<file path="src/rtl/circle_sprite_scheduler.sv">
`default_nettype none
// ---------------------------------------------------------------------------
// circle_sprite_scheduler: shares one circle-bitmap ROM between sprite slots,
// fetching next-line rows during hblank and drawing a per-pixel hit. Rev 1.0
// ---------------------------------------------------------------------------
module circle_sprite_scheduler #(
  parameter int N_SLOTS = 9,
  parameter int SPR     = 64,
  parameter int CW      = 10
) (
  input  logic                     clk,
  input  logic                     rst,
  input  logic                     line_start,
  input  logic [CW-1:0]            next_y,
  input  logic [CW-1:0]            x,
  input  logic                     slot_we,
  input  logic [3:0]               slot_idx,
  input  logic                     slot_en,
  input  logic [CW-1:0]            slot_x,
  input  logic [CW-1:0]            slot_y,
  output logic [$clog2(SPR)-1:0]   rom_addr,
  input  logic [SPR-1:0]           rom_data,
  output logic                     busy,
  output logic                     pix_on,
  output logic [3:0]               pix_slot
);

  localparam int AW = $clog2(SPR);
  localparam int SW = (N_SLOTS > 1) ? $clog2(N_SLOTS) : 1;

  typedef enum logic [1:0] {IDLE = 2'd0, SCAN = 2'd1, COMMIT = 2'd2} state_t;

  state_t          state, state_nx;
  logic [SW-1:0]   s;
  logic [CW-1:0]   ny;
  logic            last;
  logic [CW:0]     d;
  logic            hit;

  logic            cfg_en   [N_SLOTS];
  logic [CW-1:0]   cfg_x    [N_SLOTS];
  logic [CW-1:0]   cfg_y    [N_SLOTS];
  logic [SPR-1:0]  shad_row [N_SLOTS];
  logic            shad_val [N_SLOTS];
  logic [CW-1:0]   shad_x   [N_SLOTS];
  logic [SPR-1:0]  act_row  [N_SLOTS];
  logic            act_val  [N_SLOTS];
  logic [CW-1:0]   act_x    [N_SLOTS];

  logic            on_nx;
  logic [3:0]      slot_nx;
  logic [CW:0]     dx;

  assign busy = (state != IDLE);

  always_comb begin
    d        = {1'b0, ny} - {1'b0, cfg_y[s]};
    hit      = cfg_en[s] && !d[CW] && (d[CW-1:0] < CW'(SPR));
    last     = (s == SW'(N_SLOTS - 1));
    rom_addr = '0;
    state_nx = state;
    case (state)
      IDLE: state_nx = IDLE;
      SCAN: begin
        if (hit) rom_addr = d[AW-1:0];
        if (last) state_nx = COMMIT;
      end
      COMMIT:  state_nx = IDLE;
      default: state_nx = IDLE;
    endcase
    // A new line request always restarts the scan, dropping any pending commit
    if (line_start) state_nx = SCAN;
  end

  always_comb begin
    on_nx   = 1'b0;
    slot_nx = '0;
    dx      = '0;
    // Walk downwards so the lowest covering slot is the one left standing
    for (int i = N_SLOTS - 1; i >= 0; i--) begin
      dx = {1'b0, x} - {1'b0, act_x[i]};
      if (act_val[i] && !dx[CW] && (dx[CW-1:0] < CW'(SPR)) &&
          act_row[i][AW'(SPR - 1) - dx[AW-1:0]]) begin
        on_nx   = 1'b1;
        slot_nx = 4'(i);
      end
    end
  end

  always_ff @(posedge clk) begin
    if (rst) begin
      state    <= IDLE;
      s        <= '0;
      ny       <= '0;
      pix_on   <= 1'b0;
      pix_slot <= '0;
      for (int i = 0; i < N_SLOTS; i++) begin
        cfg_en[i]   <= 1'b0;
        cfg_x[i]    <= '0;
        cfg_y[i]    <= '0;
        shad_row[i] <= '0;
        shad_val[i] <= 1'b0;
        shad_x[i]   <= '0;
        act_row[i]  <= '0;
        act_val[i]  <= 1'b0;
        act_x[i]    <= '0;
      end
    end else begin
      state    <= state_nx;
      pix_on   <= on_nx;
      pix_slot <= slot_nx;
      if (slot_we && ({1'b0, slot_idx} < 5'(N_SLOTS))) begin
        cfg_en[slot_idx[SW-1:0]] <= slot_en;
        cfg_x[slot_idx[SW-1:0]]  <= slot_x;
        cfg_y[slot_idx[SW-1:0]]  <= slot_y;
      end
      if (line_start) begin
        ny <= next_y;
        s  <= '0;
      end else if (state == SCAN && !last) begin
        s <= s + 1'b1;
      end
      if (state == SCAN) begin
        shad_row[s] <= rom_data;
        shad_val[s] <= hit;
        shad_x[s]   <= cfg_x[s];
      end
      if (state == COMMIT && !line_start) begin
        act_row <= shad_row;
        act_val <= shad_val;
        act_x   <= shad_x;
      end
    end
  end

endmodule
`default_nettype wire

</file>
<file path="config.mk">
export PLATFORM = sky130hd
export DESIGN_NAME = circle_sprite_scheduler
export DESIGN_NICKNAME = d
export VERILOG_FILES = /design/src/rtl/circle_sprite_scheduler.sv
export SDC_FILE = /design/constraint.sdc
export NUM_CORES = 2
export LEC_CHECK = 0
export CAP_MARGIN = 10
export CORE_ASPECT_RATIO = 2
export CORE_UTILIZATION = 52
export CTS_BUF_LIST = sky130_fd_sc_hd__clkbuf_4 sky130_fd_sc_hd__clkbuf_8 sky130_fd_sc_hd__clkbuf_16
export CTS_CLUSTER_SIZE = 28
export DETAILED_ROUTE_END_ITERATION = 10
export PLACE_DENSITY = 0.74
export SLEW_MARGIN = 10
export SYNTH_ARGS = -nofsm -noshare
export SYNTH_HDL_FRONTEND = slang
export SYNTH_SLANG_ARGS = --single-unit
</file>
<file path="constraint.sdc">
create_clock -name clk -period 6.5 [get_ports clk]
set_clock_uncertainty 0.2 [all_clocks]
set_input_delay 1.3 -clock clk [delete_from_list [all_inputs] [get_ports clk]]
set_output_delay 1.3 -clock clk [all_outputs]
set_load 0.005 [all_outputs]
</file>
==> results.ini <==
[clock_network]
path_clk_slew_ns = 0.07
cts_buffers = 147
clk_latency_ns = 0.83
cts.sinks = 1711
root_buffer = clkbuf_16
tritoncts = done
htreeDepth = 4
clk_path_buf_depth = 3

[placed_design]
dp.cells = 9142
routabilityCongestion = 1.00
io_buffers = 124
hpwl_um = 141000
place_ws_ns = 0.165

[global_routing]
grt_max_degree = 241
antenna_found_initial = 17
first_global_vias = 53280
grt_overflow = 0
grt_pass1_wl_um = 325000
grtUsageTotal = 0.323

[sta]
fin_crit_ns = 6.61
period_share = 1.02
relSlewSlack = 0.0812
drv_slew = 0
setup_viol_count_final = 2
tightest_slew_ns = 1.37
fin_ws_ns = -0.110
rsz0062_at_grt = true
max_freq_mhz = 151
hold_viol = 0
hold_slack_ns = 0.229

[detailed_routing]
antenna_left = 0
wl_um = 220000
vias = 55350
drt_iter0_markers = 5928
dr.pass1.iters = 11
vias_per_cell = 5.86
drc = 24
wl_per_cell_um = 23.3

[logic_synthesis]
syn_avg_cell_area_um2 = 9.18
synthCells = 7602
synth_common_cells = 2741 x nand2_1, 1402 x a21oi_1, 1375 x dfxtp_1, 510 x clkbuf_1, 336 x edfxtp_1
synth_most_common_cell = nand2_1
synth-main-ff-cell = dfxtp_1
synth_area_leaders = dfxtp_1 39%, nand2_1 15%, edfxtp_1 14%
postSynth.asyncResetShare = 0
synth_edf_count = 336
yosys_warnings = 0
ys_ff_latch = 1711
yosysTopAreaCell = dfxtp_1
yosysTopAreaCellShare = 0.394
synth.cell_area_um2 = 69800
ys_seq_area_frac = 0.539
ys_types = 72

[critical_path]
cp-endpoint = rom_addr[5]
start_kind = flop
rr_worst_depth = 17
cp.arrival_ns = 5.11
cp-end-kind = output port
worstPathRequired_ns = 5.00
critical_path_class = flop to output port
r2r_end = shad_val[0]$_SDFFE_PP0P_
worst-r2r-setup-slack_ns = 1.88
cp_max_fo = 6

[floorplanning]
die_h_um = 520
row_count = 189
ios = 125
fp.dieW_um = 261
start_util = 0.525
dieArea_um2 = 136000
core_um2 = 133000

[finish]
drive_gt1_frac = 0.100
area_growth_pct = 12.4
fill_cells = 11214
stdcell_count = 9440
nNetsFinal = 7819

[job]
maxCapViolations = 0

[pwr]
peakVddDrop_v = 0.000273
power_density_nw_per_um2 = 277
p_leak_nw = 26.1

[status]
violations = design-rule violations, negative setup slack
outcome = finished with violations

[hold_path]
hold_class = flop to flop

==> stage by stage <==
stage,util,TNS [ns],area (um^2),power (mW)
floorplan,-,0,70300,12.0
global placement,0.548,0,72900,12.5
detailed placement,0.549,0,72900,12.6
CTS,0.589,-0.161,78200,21.7
global route,0.590,-0.608,78400,22.2
finish,0.590,-0.167,78400,21.7
==> how the worst min path moves through the flow <==
stage | from | endpoint | slack (ns) | depth (start not counted)
5_1_grt | shad_row[532]$_SDFFE_PP0P_ | act_row[532]$_SDFFE_PP0P_ | 0.25 | 2
6_report | shad_x[76]$_SDFFE_PP0P_ | act_x[76]$_SDFFE_PP0P_ | 0.23 | 2
3_3_place_gp | shad_row[394]$_SDFFE_PP0P_ | act_row[394]$_SDFFE_PP0P_ | 0.24 | 2
3_5_place_dp | shad_row[317]$_SDFFE_PP0P_ | act_row[317]$_SDFFE_PP0P_ | 0.24 | 2
4_1_cts | shad_row[319]$_SDFFE_PP0P_ | act_row[319]$_SDFFE_PP0P_ | 0.23 | 2
2_1_floorplan | act_row[323]$_SDFFE_PP0P_ | act_row[323]$_SDFFE_PP0P_ | 0.23 | 2
==> cell type report <==
class	instances	area (um^2)	area share
inverters	137	514	0.00656
well taps	1719	2150	0.0274
repair buffers	287	2810	0.0358
diodes	10	25.0	0.000319
clock buffers	210	4370	0.0558
clock inverters	58	812	0.0104
multi-input cells	5308	30100	0.384
flip-flops and latches	1711	37600	0.480
==> cells in the final DEF, fill, tap and decap left out, drive strengths merged, types with 6 or more instances in the layout <==
cell type and instances:
a211oi 11, a21o 14, a21oi 1402, a31oi 8, and2 202, and3 6
buf 166, bufinv 10, clkbuf 214, clkdlybuf4s50 117, clkinv 37, clkinvlp 6
conb 147, dfxtp 1375, diode 10, edfxtp 336, fa 10, ha 104
inv 142, mux2 6, mux2i 44, mux4 279, nand2 2741, nand2b 15
nand3 8, nand4 6, nor2 60, nor2b 20, nor3 25, o21a 15
o21ai 48, o21bai 13, or2 14, xnor2 27, xor2 13
==> sequential cells by signal, summed over array words and instances, names as in the netlist, 10 cells and up, named ones only <==
signal and count:
cfg_y 160, ny 10, shad_row 576, cfg_x 160, act_row 576, act_x 90, cfg_en 16, shad_x 90
==> metal layers <==
metal | GRT usage | vias to the layer above | routed length [um]
met5 | 0 | - | 87
li1 | - | 25267 | -
met1 | 0.349 | 26725 | 73800
met2 | 0.539 | 2462 | 107000
met4 | 0.285 | 14 | 22400
met3 | 0.0571 | 882 | 16800
==> kinds of logic after synthesis <==
kind of cell	after synthesis	share of synthesized area
and+or+nand+nor	3121	0.180
DFF	1711	0.539
AOI/OAI and AO/OA	1557	0.116
buffers and inverters	729	0.0403
muxes	329	0.0982
adders and majority gates	114	0.0215
xor gates and xnor gates	40	0.00502
other	1	0.0000537
==> repair_timing <==
item                                    4_1_cts  5_1_grt
endpoints found under the setup margin        6        6
pin swaps                                     7       13
cloned                                        1        0
hold endpoints to repair                      0        0
resized for setup                            29       37
buffers inserted                              7       11
hold buffers                                  0        0
==> worst max-delay path, stage by stage, from the launching register on <==
cell and delay, ns:
dfxtp_4 0.43, buf_6 0.12, mux4_2 0.49, mux4_2 0.50
inv_2 0.10, ha_4 0.20, nor2b_4 0.12, o21ai_2 0.18
a21oi_2 0.09, o21ai_2 0.16, a21boi_2 0.08, o21a_1 0.21
or4_4 0.55, a211oi_4 0.33, nand2_2 0.18, buf_6 0.21
nor3_4 0.17, buf_2 0.14
==> power breakdown <==
group | leakage [nW] | switching [mW] | internal [mW]
Clock | 2.57 | 4.16 | 5.17
Sequential | 14.3 | 0.0639 | 11.0
Combinational | 9.20 | 0.901 | 0.419
Total | 26.1 | 5.13 | 16.6
(Power assumes the default switching activity.)
